==> config.mk <==
export PLATFORM = sky130hd
export DESIGN_NAME = led_scan_ctrl
export DESIGN_NICKNAME = d
export VERILOG_FILES = /design/src/rtl/led_scan_ctrl.sv
export SDC_FILE = /design/constraint.sdc
export NUM_CORES = 1
export LEC_CHECK = 0
export CAP_MARGIN = 0
export CORE_MARGIN = 8
export CORE_UTILIZATION = 59
export DETAILED_ROUTE_END_ITERATION = 6
export PLACE_DENSITY = 0.83
export SYNTH_ARGS = -nofsm -noshare
export SYNTH_HDL_FRONTEND = slang
export SYNTH_SLANG_ARGS = --single-unit
==> constraint.sdc <==
create_clock -name clk -period 2.7 [get_ports clk]
set_input_delay 0.54 -clock clk [delete_from_list [all_inputs] [get_ports clk]]
set_output_delay 0.54 -clock clk [all_outputs]
set_load 0.02 [all_outputs]
==> src/rtl/led_scan_ctrl.sv <==
// led_scan_ctrl: steps a 0..4 LED position code at a programmable rate under start/stop/hold buttons.
// Optional bounce (ping-pong) sequencing: define LED_SCAN_PINGPONG_EN; default build wraps using the dir input.
module led_scan_ctrl #(
    parameter int TICK_DIV = 25000000
) (
    input  logic       clk,
    input  logic       rst_n,
    input  logic       btn_start,
    input  logic       btn_stop,
    input  logic       dir,
    output logic [2:0] state,
    output logic       running,
    output logic       step
);
    localparam int            CW       = $clog2(TICK_DIV);
    localparam logic [CW-1:0] CNT_LAST = CW'(TICK_DIV - 1);

    localparam logic [1:0] S_IDLE = 2'd0;
    localparam logic [1:0] S_RUN  = 2'd1;
    localparam logic [1:0] S_HOLD = 2'd2;

    logic [1:0]    r_start_sync;
    logic [1:0]    r_stop_sync;
    logic          r_start_prev;
    logic          r_stop_prev;
    logic [1:0]    r_fsm;
    logic [CW-1:0] r_cnt;
    logic [2:0]    r_pos;
    logic          r_running;
    logic          r_step;
    logic          w_start_edge;
    logic          w_stop_edge;
    logic [2:0]    w_next_pos;
`ifdef LED_SCAN_PINGPONG_EN
    logic          r_up;
    logic          w_next_up;
`else
    logic [1:0]    r_dir_sync;
`endif

    assign w_stop_edge  = r_stop_sync[1] & ~r_stop_prev;
    // Stop wins over a simultaneous start: the start edge is simply discarded.
    assign w_start_edge = r_start_sync[1] & ~r_start_prev & ~w_stop_edge;

    // Next position on an advance; out-of-range codes recover to 0.
    always_comb begin
        w_next_pos = 3'd0;
`ifdef LED_SCAN_PINGPONG_EN
        w_next_up = r_up;
        if (r_pos <= 3'd4) begin
            if (r_up) w_next_pos = (r_pos == 3'd4) ? 3'd3 : r_pos + 3'd1;
            else      w_next_pos = (r_pos == 3'd0) ? 3'd1 : r_pos - 3'd1;
        end
        if (w_next_pos == 3'd4)      w_next_up = 1'b0;
        else if (w_next_pos == 3'd0) w_next_up = 1'b1;
`else
        if (r_pos <= 3'd4) begin
            if (r_dir_sync[1]) w_next_pos = (r_pos == 3'd0) ? 3'd4 : r_pos - 3'd1;
            else               w_next_pos = (r_pos == 3'd4) ? 3'd0 : r_pos + 3'd1;
        end
`endif
    end

    always_ff @(posedge clk or negedge rst_n) begin
        if (!rst_n) begin
            r_start_sync <= '0;
            r_stop_sync  <= '0;
            r_start_prev <= 1'b0;
            r_stop_prev  <= 1'b0;
            r_fsm        <= S_IDLE;
            r_cnt        <= '0;
            r_pos        <= 3'd0;
            r_running    <= 1'b0;
            r_step       <= 1'b0;
`ifdef LED_SCAN_PINGPONG_EN
            r_up         <= 1'b1;
`else
            r_dir_sync   <= '0;
`endif
        end else begin
            r_start_sync <= {r_start_sync[0], btn_start};
            r_stop_sync  <= {r_stop_sync[0], btn_stop};
            r_start_prev <= r_start_sync[1];
            r_stop_prev  <= r_stop_sync[1];
`ifndef LED_SCAN_PINGPONG_EN
            r_dir_sync   <= {r_dir_sync[0], dir};
`endif
            r_step <= 1'b0;
            case (r_fsm)
                S_IDLE: begin
                    if (w_start_edge) begin
                        r_fsm     <= S_RUN;
                        r_running <= 1'b1;
                        r_cnt     <= '0;
                        r_pos     <= 3'd0;
                    end
                end
                S_RUN: begin
                    // A stop coinciding with a prescaler wrap suppresses that advance.
                    if (w_stop_edge) begin
                        r_fsm     <= S_HOLD;
                        r_running <= 1'b0;
                        if (r_pos > 3'd4) r_pos <= 3'd0;
                    end else if (r_cnt == CNT_LAST) begin
                        r_cnt  <= '0;
                        r_pos  <= w_next_pos;
                        r_step <= 1'b1;
`ifdef LED_SCAN_PINGPONG_EN
                        r_up   <= w_next_up;
`endif
                    end else begin
                        r_cnt <= r_cnt + 1'b1;
                    end
                end
                S_HOLD: begin
                    if (w_stop_edge) begin
                        r_fsm <= S_IDLE;
                        r_pos <= 3'd0;
`ifdef LED_SCAN_PINGPONG_EN
                        r_up  <= 1'b1;
`endif
                    end else if (w_start_edge) begin
                        r_fsm     <= S_RUN;
                        r_running <= 1'b1;
                        r_cnt     <= '0;
                        if (r_pos > 3'd4) r_pos <= 3'd0;
                    end
                end
                default: begin
                    r_fsm     <= S_IDLE;
                    r_pos     <= 3'd0;
                    r_running <= 1'b0;
                end
            endcase
        end
    end

    assign state   = r_pos;
    assign running = r_running;
    assign step    = r_step;
endmodule

==> impl_results.md, run 1 <==
- Nets: between 200 and 300
- Final period util: about nine tenths
- CORE AREA: around 3700 um^2
- Global-route wire length before repair: 8690 um
- Iter 0 DRT Violations: between 100 and 150
- CP arrival: around 2600 ps
- Final worst slack: 309 ps
- Hold-fix buffers, CTS: 0
- Post-synth EDFFs: 0
- GP Congestion: between 0.9 and 1
- Hpwl dp: roughly 3500 um
- Pin count of the biggest net entering global routing: just over 40
- Mapped Area: around 2300 um^2
- Initial antenna violation count: 0
- Clk pin slew, worst setup/hold paths: 70 ps
- Setup TNS: 0 ps
- Seq/Total Area, Yosys: 44.3%
- Rows: 22
- Clock power frac: 27.4%
- Worst Setup Start Kind: flop
- Critical path's top delay family: simple AND/OR/NAND/NOR gates
- Yosys warnings: 0
- Vias in the first global route: between 1,500 and 2,000
- Die Y: a little under 80 um
- Filler cells: about 290
- Io pins: 10
- Worst Setup SP: r_cnt[10]
- Final Hold Violating Endpoints: 0
- Type of the worst min-delay path: flop to flop
- Slew Limit Headroom: between 40% and 50%
- GRT Overall Usage: between 10% and 20%
- Hold_sp: r_start_sync[0]
- Vias: about 1,900
- Wire length per cell: between 15 and 20 um
- Fraction of registers with async set/reset: 100%
- Setup violators final: 0
- Multi-input gate area: approximately 1200 um^2
- Drt total wl: 4920 um
- WS Path Type: flop to flop
- Busiest metal layer after global routing: met2
- Clk Latency, worst-skew pair: approximately 300 ps
- Total power: approximately 1.8 mW
- WHS: 353 ps
- Die width: just under 80 um
- DRC viols: 0
- Cell variety after synth: 46
- Worst-Margin Slew: between 800 and 900 ps
- FF-to-FF Start: r_cnt[10]
- Final min period: 2390 ps
- Outcome: completed
- GR Util met2: 28.2%
- R2R Setup Slk: a little over 300 ps
- Synth Net Count: approximately 260
- Initial Utilization: approximately three fifths
- Net switching share of the total power: between 30 and 40%
- Met1 Usage GRT: a little over a fifth
- P_int: approximately 1.1 mW
- Net Sw Power: between 0.6 and 0.7 mW
- CTS resizes: 0
- Fmax: 418 MHz
- GR Overflow Total: 0
- PortBufs: 9
- Area Growth Syn to Fin: 11.5%
- Via/cell ratio: between 6 and 7
- Leakage power: around 1.1 nW
- Worst Path Required: slightly below 3000 ps
- TritonCTS clock tree: built
- Fin. max-slew vios: 0
- Mapped Avg Cell Area: 9.21 um^2
- Max stage delay on crit path: around 500 ps
- Share of cells above drive strength 1: around 8.1%
- Post-detailed-route count of antenna-violating nets: 0
- Pwr dens: 696 nW/um^2
- CP bufs+invs: 0
- Leading area contributor after synthesis: dfrtp_1
- Ant. Diodes: 0
- Util after Layout: around 69%
- Most used flip-flop cell after synthesis: dfrtp_1
- Clk_skew: 6.19 ps
- Combinational power share: 34.4%
- Synth top area cells: dfrtp_1 44%, ha_1 4.4%, a22o_1 4.3%
- Flops & latches, synth: 40
- Flop pwr share: a little under two fifths
- Num CTS Buffers: 5
- CP Capture Type: flop
- Longest Clk Path Bufs: 2
- Register area: 1000 um^2
- RSZ-0062 raised after global routing: no
- Met3 Use GR: ~4.6%
- Max Fanout on Critical Path: 15
- Root Buffer: clkbuf_8
- Post-CTS Setup Bufs: 0
- Clock sink count: 40
- Die area: 6060 um^2
- Post-synth top area share: 44.3%
- Post-Synthesis Cells: ~250
- TritonRoute pass-1 iters: 4
- Max cap viols: 0
- CP max stage cell: or4_1
- Cell Chain, Critical Path: or4_1 > or4_4 > o21a_1 > a21o_1 > a22o_1
- # H-tree levels: 2
- Setup slack at placement: 325 ps
- Max VDD drop: 0.403 mV
cell usage after synthesis (all sizes together) (3+ instances only):
library cell  instances
or4                  10
o21a                  3
ha                    8
nor4                  7
clkbuf                4
o31ai                 3
a21o                  4
nand3                19
and3                  4
o21ai                25
a22o                 11
nand4                 4
a21oi                11
nor2b                 3
buf                   5
nor3                  7
nor2                 16
inv                  13
nand2b                3
nand2                21
mux2i                 3
dfrtp                40
stage by stage:
step	instances	area (um^2)
3_5_place_dp	299	2410
5_1_grt	307	2520
6_report	307	2520
2_1_floorplan	245	2260
4_1_cts	307	2520
3_3_place_gp	299	2410
flip-flops by register name (all words and copies together) (netlist names):
| signal | flops |
|---|---|
| r_start_sync | 2 |
| r_dir_sync | 2 |
| r_start_prev | 1 |
| r_cnt | 25 |
| r_stop_sync | 2 |
| step | 1 |
| state | 3 |
| r_stop_prev | 1 |
| r_fsm | 2 |
| running | 1 |
routing by layer:
layer | wire [um] | share of wire (%) | vias up
met5 | 0 | 0 | -
met2 | 2330 | 47 | 44
li1 | - | - | 933
met1 | 2270 | 46 | 928
met3 | 232 | 4.7 | 13
met4 | 88 | 1.8 | 0
worst paths after layout:
check,endpoint,depth (start not counted)
max in group asynchronous,r_cnt[3],1
setup reg to reg,r_cnt[11],5
setup / recovery,r_cnt[11],5
hold / removal,r_start_sync[1],0
min in group asynchronous,r_cnt[1],1
hold reg to reg,r_start_sync[1],0
power by group through the flow:
stage	Clock, mW	Sequential [mW]	Combinational [mW]
2_1_floorplan	0	0.682	0.430
4_1_cts	0.493	0.669	0.601
5_1_grt	0.512	0.675	0.675
3_5_place_dp	0	0.681	0.598
6_report	0.481	0.669	0.603
3_3_place_gp	0	0.680	0.588
area by class of cell:
| class | count | area share [%] |
|---|---|---|
| multi-input combinational | 183 | 46.5 |
| timing repair buffer | 15 | 5.17 |
| sequential | 40 | 39.8 |
| clock inverter | 2 | 1.39 |
| tap | 48 | 2.39 |
| inverter | 13 | 1.94 |
| clock buffer | 6 | 2.88 |
cells in the final DEF, fill, tap and decap left out, types with 2 or more instances in the layout:
master	n
nand2_1	21
nor2_1	16
o21a_1	3
buf_4	6
nor3b_1	2
nand2b_1	3
o21ai_0	6
clkdlybuf4s50_1	8
nand3_1	19
nor4_1	6
clkbuf_8	5
nand4_1	4
o21ai_1	18
ha_1	8
a21o_1	4
mux2i_1	3
and4_1	2
dfrtp_1	40
inv_1	13
o31ai_1	2
nor2b_1	3
o22a_1	2
or4_1	9
nor3_1	7
and3_1	4
o22ai_1	2
a22o_1	11
a21oi_1	11
cell families (layout without fill, tap and decap cells):
kind of cell | after synthesis | after routing | share of synthesized area, %
compound gates | 67 | 67 | 19.7
xor+xnor | 1 | 1 | 0.388
fa+ha+maj | 8 | 8 | 4.43
buf+inv | 22 | 36 | 4.10
flops | 40 | 40 | 44.3
mux | 3 | 3 | 1.33
simple gates | 104 | 104 | 25.7
No activity file was read; power rests on OpenSTA's default activity.
==> run 2, diff against run 1 <==
GPL_ROUTABILITY_DRIVEN = 1   (was not set)
==> results of run 2 <==
The final DEF is identical to that of run 1; final timing and power are the same.
==> run 3, diff against run 2 <==
RECOVER_POWER = 25   (was not set)
==> run 3 against run 2 <==
The flow now finishes with violations (capacitance limit, slew limit). Critical path depth unchanged. Maximum frequency unchanged. Clock power about the same. Critical endpoint unchanged. Total power about the same. First-iteration DRC count unchanged. Die area unchanged. Non-clock buffer count unchanged. Final cell count unchanged. Wire length unchanged.
==> impl_results.md, run 3 (synthesis results as in run 1) <==
- Outcome: complete, but fails checks
- Failing checks: capacitance limit, slew limit
- CP bufs+invs: 0
- Max reg flops: 25
- Ant. Diodes: 0
- Num CTS Buffers: 5
- Io pins: 10
- CP arrival: around 2600 ps
- Final Hold Violating Endpoints: 0
- Worst-Margin Slew: between 2000 and 2500 ps
- Busiest metal layer after global routing: met2
- GRT Overall Usage: approximately 17%
- Final period util: 88.6%
- Slew Limit Headroom: -40.5%
- Post-detailed-route count of antenna-violating nets: 0
- CP Capture Type: flop
- Setup violators final: 0
- Root Buffer: clkbuf_8
- CP max stage cell: or4_1
- Max stage delay on crit path: ~500 ps
- Dpl cell area: around 2400 um^2
- Fin. max-slew vios: 41
- Die Y: about 78 um
- # H-tree levels: 2
- CORE AREA: between 3000 and 4000 um^2
- CTS resizes: 0
- Most frequent cells in the layout: 40 x dfrtp_1, 21 x nand2_1, 19 x nand3_1
- Register area: between 1000 and 1500 um^2
- Clk pin slew, worst setup/hold paths: 70 ps
- Met1 Usage GRT: between 20% and 30%
- TritonRoute pass-1 iters: 4
- GR Util met2: 28.2%
- Leakage power: 1.08 nW
- Filler cells: 293
- Die width: 77.9 um
- Initial Utilization: between 60% and 70%
- Longest Clk Path Bufs: 2
- Via/cell ratio: roughly 6.2
- Clk Latency, worst-skew pair: roughly 300 ps
- Area Growth Syn to Fin: 11.5%
- Met3 Use GR: between 4 and 5%
- Multi-input gate area: ~1200 um^2
- WS Path Type: flop to flop
- Pin count of the biggest net entering global routing: 41
- Clk_skew: 6.16 ps
- Hpwl dp: roughly 3500 um
- Critical path's top delay family: simple AND/OR/NAND/NOR gates
- Iter 0 DRT Violations: 121
- Worst Setup Start Kind: flop
- Vias in the first global route: between 1,500 and 2,000
- Max cap viols: 1
- PortBufs: 9
- Cell Chain, Critical Path: or4_1 > or4_4 > o21a_1 > a21o_1 > a22o_1
- Max VDD drop: roughly 0.4 mV
- Final min period: approximately 2400 ps
- Hold-fix buffers, CTS: 0
- Worst Path Required: 2890 ps
- Vias: 1,918
- Nets: 271
- Wire length per cell: about 16 um
- Global-route wire length before repair: roughly 8700 um
- Share of cells above drive strength 1: 7.72%
- Reg with most FFs: r_cnt
- Most common cell after layout, fill and taps aside: dfrtp_1
- Die area: slightly above 6000 um^2
- GR Overflow Total: 0
- DRC viols: 0
- Clock sink count: 40
- Total power: 1.75 mW
- Post-CTS Setup Bufs: 0
- Setup TNS: 0 ps
- Drt total wl: approximately 4900 um
- Type of the worst min-delay path: flop to flop
- TritonCTS clock tree: built
- Pwr dens: 696 nW/um^2
- GP Congestion: approximately 0.91
- RSZ-0062 raised after global routing: no
- Max Fanout on Critical Path: 15
- Rows: 22
- Final Instance Area: 2520 um^2
- Initial antenna violation count: 0
- Fmax: 418 MHz
run 3: cell types whose count changed in the layout (fill, tap and decap cells not counted), sizes merged:
cell	change
clkdlybuf4s50	-3
clkbuf	+1
buf	-1
dlygate4sd3	+3
run 3: report_power, final:
group / internal, mW / total [mW] / switching (mW)
registers: 0.635 / 0.669 / 0.0335
logic: 0.213 / 0.602 / 0.389
clock network: 0.274 / 0.480 / 0.206
total: 1.12 / 1.75 / 0.629
run 3: worst paths after layout:
path,to,cells after the start,from,slack [ps]
max,r_cnt[11],5,r_cnt[10],310
min,r_start_sync[1],0,r_start_sync[0],350
min in group asynchronous,r_cnt[1],1,rst_n,850
max in group asynchronous,r_cnt[3],1,rst_n,650
min reg2reg,r_start_sync[1],0,r_start_sync[0],350
max reg2reg,r_cnt[11],5,r_cnt[10],310
run 3: area by class of cell:
cell class | instances | area share [%]
clock inverter | 2 | 1.39
inverter | 13 | 1.94
multi-input combinational | 183 | 46.5
timing repair buffer | 15 | 5.12
tap | 48 | 2.39
sequential | 40 | 39.8
clock buffer | 6 | 2.88
run 3: stage by stage:
step	std cells	util [%]	hold WS, ps	worst slack (ps)
3_3_place_gp	299	65.8	334	338
5_1_grt	307	68.7	372	118
4_1_cts	307	68.8	355	318
6_report	307	68.7	353	309
3_5_place_dp	299	65.8	338	325
2_1_floorplan	245	-	244	556
run 3: worst register-to-register path, cell delays in order, from the launching register on:
cell	delay (ps)
dfrtp_1	420
or4_1	500
or4_4	480
o21a_1	430
a21o_1	250
a22o_1	210
run 3: metal layers:
metal | vias up | routed length, um
met1 | 928 | 2270
met2 | 44 | 2330
li1 | 933 | -
met5 | - | 0
met4 | 0 | 88
met3 | 13 | 232
